===== src/rtl/gpio_register_if.sv =====
// Bus-side connection between the GPIO slave front end and the register file.
interface gpio_register_if;
    logic [31:0] gpio_addr;
    logic [31:0] gpio_dat_i;
    logic        gpio_we;
    logic [31:0] gpio_dat_o;
    logic        gpio_inta_o;

    modport master (
        output gpio_addr,
        output gpio_dat_i,
        output gpio_we,
        input  gpio_dat_o,
        input  gpio_inta_o
    );

    modport slave (
        input  gpio_addr,
        input  gpio_dat_i,
        input  gpio_we,
        output gpio_dat_o,
        output gpio_inta_o
    );
endinterface


===== src/rtl/gpio_register.sv =====
// GPIO register file and pad logic: output mux, strobed input sampling
// and edge-triggered interrupt latching.
module gpio_register (
    input  logic                   sys_clk,
    input  logic                   sys_rst,
    gpio_register_if.slave         bus,
    input  logic                   gpio_eclk,
    input  logic [31:0]            in_pad_i,
    input  logic [31:0]            aux_i,
    output logic [31:0]            out_pad_o,
    output logic [31:0]            oen_padoe_o
);
    localparam int unsigned DW = 32;
    localparam int unsigned AW = 6;

    localparam logic [AW-1:0] A_IN    = 6'h00;
    localparam logic [AW-1:0] A_OUT   = 6'h04;
    localparam logic [AW-1:0] A_OE    = 6'h08;
    localparam logic [AW-1:0] A_INTE  = 6'h0C;
    localparam logic [AW-1:0] A_PTRIG = 6'h10;
    localparam logic [AW-1:0] A_AUX   = 6'h14;
    localparam logic [AW-1:0] A_CTRL  = 6'h18;
    localparam logic [AW-1:0] A_INTS  = 6'h1C;
    localparam logic [AW-1:0] A_ECLK  = 6'h20;
    localparam logic [AW-1:0] A_NEC   = 6'h24;

    logic [DW-1:0] in_q;
    logic [DW-1:0] out_q;
    logic [DW-1:0] oe_q;
    logic [DW-1:0] inte_q;
    logic [DW-1:0] ptrig_q;
    logic [DW-1:0] aux_q;
    logic          ctrl_inte_q;
    logic [DW-1:0] ints_q;
    logic [DW-1:0] eclk_sel_q;
    logic [DW-1:0] nec_q;
    logic          eclk_q;

    logic [AW-1:0] addr;
    logic          we_out;
    logic          we_oe;
    logic          we_inte;
    logic          we_ptrig;
    logic          we_aux;
    logic          we_ctrl;
    logic          we_ints;
    logic          we_eclk;
    logic          we_nec;

    logic          strobe_rise;
    logic          strobe_fall;
    logic [DW-1:0] in_load;
    logic [DW-1:0] next_in;
    logic [DW-1:0] edge_event;
    logic [DW-1:0] next_ints;

    logic          unused_addr_hi;

    assign addr           = bus.gpio_addr[AW-1:0];
    assign unused_addr_hi = ^bus.gpio_addr[DW-1:AW];

    // Per-register write strobes; RGPIO_IN and unmapped offsets have none.
    always_comb begin
        we_out   = 1'b0;
        we_oe    = 1'b0;
        we_inte  = 1'b0;
        we_ptrig = 1'b0;
        we_aux   = 1'b0;
        we_ctrl  = 1'b0;
        we_ints  = 1'b0;
        we_eclk  = 1'b0;
        we_nec   = 1'b0;
        if (bus.gpio_we) begin
            case (addr)
                A_OUT:   we_out   = 1'b1;
                A_OE:    we_oe    = 1'b1;
                A_INTE:  we_inte  = 1'b1;
                A_PTRIG: we_ptrig = 1'b1;
                A_AUX:   we_aux   = 1'b1;
                A_CTRL:  we_ctrl  = 1'b1;
                A_INTS:  we_ints  = 1'b1;
                A_ECLK:  we_eclk  = 1'b1;
                A_NEC:   we_nec   = 1'b1;
                default: ;
            endcase
        end
    end

    // Input sampling: free-running bits load every cycle, strobed bits on the selected eclk edge.
    assign strobe_rise = gpio_eclk & ~eclk_q;
    assign strobe_fall = ~gpio_eclk & eclk_q;

    always_comb begin
        in_load    = '0;
        next_in    = in_q;
        edge_event = '0;
        for (int i = 0; i < DW; i++) begin
            in_load[i] = ~eclk_sel_q[i] | (nec_q[i] ? strobe_fall : strobe_rise);
            next_in[i] = in_load[i] ? in_pad_i[i] : in_q[i];
            edge_event[i] = inte_q[i] &
                            (ptrig_q[i] ? (~in_q[i] & next_in[i])
                                        : (in_q[i] & ~next_in[i]));
        end
    end

    // New events are OR-ed in after a software write so a coincident clear cannot lose them.
    assign next_ints = (we_ints ? bus.gpio_dat_i : ints_q) | edge_event;

    always_ff @(posedge sys_clk or negedge sys_rst) begin
        if (!sys_rst) begin
            in_q        <= '0;
            out_q       <= '0;
            oe_q        <= '0;
            inte_q      <= '0;
            ptrig_q     <= '0;
            aux_q       <= '0;
            ctrl_inte_q <= 1'b0;
            ints_q      <= '0;
            eclk_sel_q  <= '0;
            nec_q       <= '0;
            eclk_q      <= 1'b0;
        end else begin
            in_q   <= next_in;
            ints_q <= next_ints;
            eclk_q <= gpio_eclk;
            if (we_out)   out_q       <= bus.gpio_dat_i;
            if (we_oe)    oe_q        <= bus.gpio_dat_i;
            if (we_inte)  inte_q      <= bus.gpio_dat_i;
            if (we_ptrig) ptrig_q     <= bus.gpio_dat_i;
            if (we_aux)   aux_q       <= bus.gpio_dat_i;
            if (we_ctrl)  ctrl_inte_q <= bus.gpio_dat_i[0];
            if (we_eclk)  eclk_sel_q  <= bus.gpio_dat_i;
            if (we_nec)   nec_q       <= bus.gpio_dat_i;
        end
    end

    // Zero-latency read mux; CTRL bit 1 reflects pending interrupt status.
    always_comb begin
        bus.gpio_dat_o = '0;
        case (addr)
            A_IN:    bus.gpio_dat_o = in_q;
            A_OUT:   bus.gpio_dat_o = out_q;
            A_OE:    bus.gpio_dat_o = oe_q;
            A_INTE:  bus.gpio_dat_o = inte_q;
            A_PTRIG: bus.gpio_dat_o = ptrig_q;
            A_AUX:   bus.gpio_dat_o = aux_q;
            A_CTRL:  bus.gpio_dat_o = {30'(0), |ints_q, ctrl_inte_q};
            A_INTS:  bus.gpio_dat_o = ints_q;
            A_ECLK:  bus.gpio_dat_o = eclk_sel_q;
            A_NEC:   bus.gpio_dat_o = nec_q;
            default: bus.gpio_dat_o = '0;
        endcase
    end

    assign bus.gpio_inta_o = ctrl_inte_q & (|ints_q);
    assign out_pad_o       = (aux_q & aux_i) | (~aux_q & out_q);
    assign oen_padoe_o     = oe_q;

endmodule


===== src/flat_wrapper.sv =====
// flat-port wrapper written by rule: the top's interface ports become plain ports
module gpio_register_flat 
  (sys_clk, sys_rst, gpio_eclk, in_pad_i, aux_i, out_pad_o, oen_padoe_o, bus_gpio_addr, bus_gpio_dat_i, bus_gpio_we, bus_gpio_dat_o, bus_gpio_inta_o);
  gpio_register_if bus_i ();
  input  logic sys_clk;
  input  logic sys_rst;
  input  logic gpio_eclk;
  input  logic [31:0] in_pad_i;
  input  logic [31:0] aux_i;
  output logic [31:0] out_pad_o;
  output logic [31:0] oen_padoe_o;
  input wire logic [$bits(bus_i.gpio_addr)-1:0] bus_gpio_addr;
  input wire logic [$bits(bus_i.gpio_dat_i)-1:0] bus_gpio_dat_i;
  input wire logic [$bits(bus_i.gpio_we)-1:0] bus_gpio_we;
  output wire logic [$bits(bus_i.gpio_dat_o)-1:0] bus_gpio_dat_o;
  output wire logic [$bits(bus_i.gpio_inta_o)-1:0] bus_gpio_inta_o;
  assign bus_i.gpio_addr = bus_gpio_addr;
  assign bus_i.gpio_dat_i = bus_gpio_dat_i;
  assign bus_i.gpio_we = bus_gpio_we;
  assign bus_gpio_dat_o = bus_i.gpio_dat_o;
  assign bus_gpio_inta_o = bus_i.gpio_inta_o;
  gpio_register u_core (.sys_clk(sys_clk), .sys_rst(sys_rst), .bus(bus_i), .gpio_eclk(gpio_eclk), .in_pad_i(in_pad_i), .aux_i(aux_i), .out_pad_o(out_pad_o), .oen_padoe_o(oen_padoe_o));
endmodule

===== config.mk =====
export PLATFORM = sky130hd
export DESIGN_NAME = gpio_register_flat
export DESIGN_NICKNAME = d
export VERILOG_FILES = /design/src/rtl/gpio_register_if.sv /design/src/rtl/gpio_register.sv /design/src/flat_wrapper.sv
export SDC_FILE = /design/constraint.sdc
export NUM_CORES = 1
export LEC_CHECK = 0
export ABC_CLOCK_PERIOD_IN_PS = 4100
export CORE_MARGIN = 4
export CORE_UTILIZATION = 54
export DETAILED_ROUTE_END_ITERATION = 10
export GPL_ROUTABILITY_DRIVEN = 0
export GPL_TIMING_DRIVEN = 0
export PLACE_DENSITY_LB_ADDON = 0.05
export SLEW_MARGIN = 10
export SYNTH_ARGS = -nofsm -noshare
export SYNTH_HDL_FRONTEND = slang
export SYNTH_SLANG_ARGS = --single-unit

===== constraint.sdc =====
create_clock -name sys_clk -period 4.1 [get_ports sys_clk]
set_clock_uncertainty 0.15 [all_clocks]
set_input_delay 1.23 -clock sys_clk [delete_from_list [all_inputs] [get_ports sys_clk]]
set_output_delay 1.23 -clock sys_clk [all_outputs]
set_load 0.05 [all_outputs]

==> flow_metrics.env <==
export IMPL_r2r_start="u_core.eclk_q"
export IMPL_yosysSeqAreaShare_pct=51.0
export IMPL_clk_latency_ps=570
export IMPL_clkSinkCount=290
export IMPL_dp_cells=1682
export IMPL_synth_top_family_by_area="multiplexers"
export IMPL_setup_viol_count_final=31
export IMPL_area_delta_synth_final_pct=34.5
export IMPL_viasPerCell=6.43
export IMPL_ioPinCount=229
export IMPL_start_util_pct=54.7
export IMPL_rsz0062_at_grt="true"
export IMPL_die_w_um=170
export IMPL_powerDensity_nw_per_um2=456
export IMPL_fmax_mhz=233
export IMPL_dpl_hpwl_um=28800
export IMPL_cp_cell_sequence="buf_12 > or4b_4 > nor3_4 > buf_12 > buf_8 > clkbuf_16 > a22oi_2 > nand4_1 > buf_6"
export IMPL_firstDrtPassIters=7
export IMPL_synthDistinctLibCells=45
export IMPL_dieHeight_um=170
export IMPL_yosys_warnings=0
export IMPL_tightest_slew_ps=951
export IMPL_rows=59
export IMPL_grt_max_degree=94
export IMPL_fin_crit_sh_pct=105
export IMPL_htreeDepth=1
export IMPL_syn_inst=1145
export IMPL_cap_violations=0
export IMPL_routed_wl_um=45500
export IMPL_violations="setup timing"
export IMPL_setup_ws_ps=-199
export IMPL_utilization_pct=73.6
export IMPL_fin_hold_ws_ps=372
export IMPL_placed_area_um2=16900
export IMPL_cts_buffers=31
export IMPL_worstReg2RegEnd="u_core.in_q[4]"
export IMPL_grt_overflow=0
export IMPL_timing_critical_path_from_type="primary input"
export IMPL_dieArea_um2=29000
export IMPL_worstSetupPathType="in -> out"
export IMPL_drive_gt1_share_pct=41.9
export IMPL_r2r_slack_ps=1840
export IMPL_maxSlewViolCount=0
export IMPL_core_area_um2=26000
export IMPL_cts_root_buf="clkbuf_16"
export IMPL_cp_end_kind="primary output"
export IMPL_synth_compound_area_share_pct=11.3
export IMPL_ys_ff_latch=290
export IMPL_max_stage_delay_ps=560
export IMPL_grt_pass1_wl_um=66600
export IMPL_layout_nets=1549
export IMPL_cts_hold_buf=0
export IMPL_io_buffers=198
export IMPL_antenna_found_initial=0
export IMPL_n_antenna_cell=0
export IMPL_relSlewSlack_pct=36.6
export IMPL_mostFrequentLayoutCells="292 x mux2_2, 290 x dfrtp_1, 156 x clkdlybuf4s50_1"
export IMPL_finalHoldViolCount=0
export IMPL_synthMuxAreaShare_pct=26.9
export IMPL_ir_worst_vdd_mv=0.439
export IMPL_post_route_min_period_ps=4300
export IMPL_syn_area_um2=14200
export IMPL_p_leak_nw=8.46
export IMPL_synth_nets=1277
export IMPL_synth_xor_area_share_pct=0
export IMPL_crit_required_ps=2720
export IMPL_cp_arrival_ps=2920
export IMPL_drtAntennaViolNets=0
export IMPL_slowest_stage="or4b_4"
export IMPL_path_clk_slew_ps=70
export IMPL_cts_buffer_depth=3
export IMPL_cpMostUsedCell="buf_12"
export IMPL_synth_fa_ha_area_share_pct=0
export IMPL_cts_tree="yes"
export IMPL_final_area_um2=19100
export IMPL_layout_cells_non_filler=1777
export IMPL_outcome="finished with violations"
export IMPL_hp_class="in -> async"
export IMPL_dr_total_vias=11400
export IMPL_grt_pass1_vias=11300
export IMPL_syn_area_per_cell_um2=12.4
export IMPL_worstPathMaxFanout=6
export IMPL_yosys_area_share_simple_pct=8.58
export IMPL_wl_per_cell_um=25.6
export IMPL_r2r_cells=5
export IMPL_final_common_cell="mux2_2"
export IMPL_route_detailed_drc=0
export IMPL_grt_use_total_pct=29.8
export IMPL_drt_iter0_markers=1471
layout make-up:
| type | instances | area, µm² |
|---|---|---|
| Clock inverter | 17 | 205 |
| Timing Repair Buffer | 241 | 2700 |
| Sequential cell | 290 | 7260 |
| Clock buffer | 41 | 893 |
| Tap cell | 335 | 419 |
| Buffer | 63 | 648 |
| Fill cell | 1739 | 6870 |
| Multi-Input combinational cell | 790 | 6990 |
timing repair:
action / 4_1_cts / 5_1_grt
endpoints found under the setup margin: 36 / 34
resized for setup: 323 / 77
buffers inserted: 15 / 18
cloned: 2 / 6
endpoints found under the hold margin: 0 / 0
pin swaps: 14 / 41
synthesized netlist by cell type (all sizes together):
cell type | count | area (µm²)
o211ai | 31 | 233
nor3b | 2 | 15.0
a22oi | 80 | 601
nand2b | 4 | 25.0
nor4b | 1 | 15.0
mux2i | 6 | 60.1
or3b | 2 | 17.5
o221ai | 1 | 8.76
nand2 | 106 | 400
a21oi | 1 | 5.00
nor2b | 3 | 18.8
clkbuf | 25 | 95.1
mux2 | 324 | 3760
nor2 | 34 | 128
and3 | 10 | 62.6
or3 | 1 | 6.26
and4bb | 1 | 12.5
buf | 41 | 219
and4 | 4 | 35.0
nand3 | 32 | 160
a2111oi | 4 | 35.0
nor4 | 10 | 68.8
nor3 | 4 | 31.3
dfrtp | 290 | 7260
a221oi | 3 | 26.3
o21ai | 34 | 170
a222oi | 24 | 240
and2 | 7 | 43.8
a31o | 31 | 272
nand4 | 25 | 156
o22ai | 1 | 6.26
o21a | 1 | 7.51
or4b | 2 | 23.8
worst max-delay path, delay by kind of cell:
family / cells / cell delay (ps)
AND/OR/NAND/NOR: 3 / 900
buffers and inverters: 5 / 720
AO/OA/AOI/OAI: 1 / 60
how the worst max path moves through the flow:
stage,end,slack (ps),cells after the start,startpoint
5_1_grt,bus_gpio_dat_o[14],-220,9,bus_gpio_addr[2]
6_report,bus_gpio_dat_o[14],-200,9,bus_gpio_addr[2]
3_5_place_dp,bus_gpio_dat_o[14],-2090,8,bus_gpio_addr[1]
2_1_floorplan,bus_gpio_dat_o[15],-130,6,bus_gpio_addr[3]
4_1_cts,bus_gpio_dat_o[14],-220,9,bus_gpio_addr[1]
3_3_place_gp,u_core.in_q[12],-11050,1,sys_rst
state kept, by name, indices dropped and copies added (netlist names):
signal              flops
u_core.out_q           32
u_core.eclk_sel_q      32
u_core.aux_q           32
u_core.oen_padoe_o     32
u_core.nec_q           32
u_core.ctrl_inte_q      1
u_core.ptrig_q         32
u_core.eclk_q           1
u_core.in_q            32
u_core.ints_q          32
u_core.inte_q          32
power by group:
group / total [W] / internal (W) / leakage [nW] / switching (W)
logic: 0.00189 / 0.000956 / 4.19 / 0.000934
registers: 0.00385 / 0.00335 / 3.72 / 0.000498
clock network: 0.00298 / 0.00179 / 0.548 / 0.00120
total: 0.00872 / 0.00609 / 8.46 / 0.00263
metrics by stage:
step	worst slack, ps	TNS [ps]	total power [W]
6_report	-199	-3310	0.00872
5_1_grt	-216	-4280	0.00904
4_1_cts	-220	-3970	0.00869
3_5_place_dp	-2090	-57180	0.00568
3_3_place_gp	-11050	-3251420	0.00562
2_1_floorplan	-131	-2090	0.00496
metal layers:
metal  global-route usage (%)  part of all wire [%]  vias up
met3                     5.41                   8.4       92
met2                     48.4                    48      570
met5                        0                     0        -
met1                     40.9                    41     5833
met4                     9.76                   3.0        0
li1                         -                     -     4930
cell families (layout without fill, tap and decap cells):
group                  Yosys count  after routing
buffers and inverters           66            362
muxes                          330            330
DFF                            290            290
and+or+nand+nor                248            249
AOI/OAI and AO/OA              211            211
No activity file was read; power rests on OpenSTA's default activity.
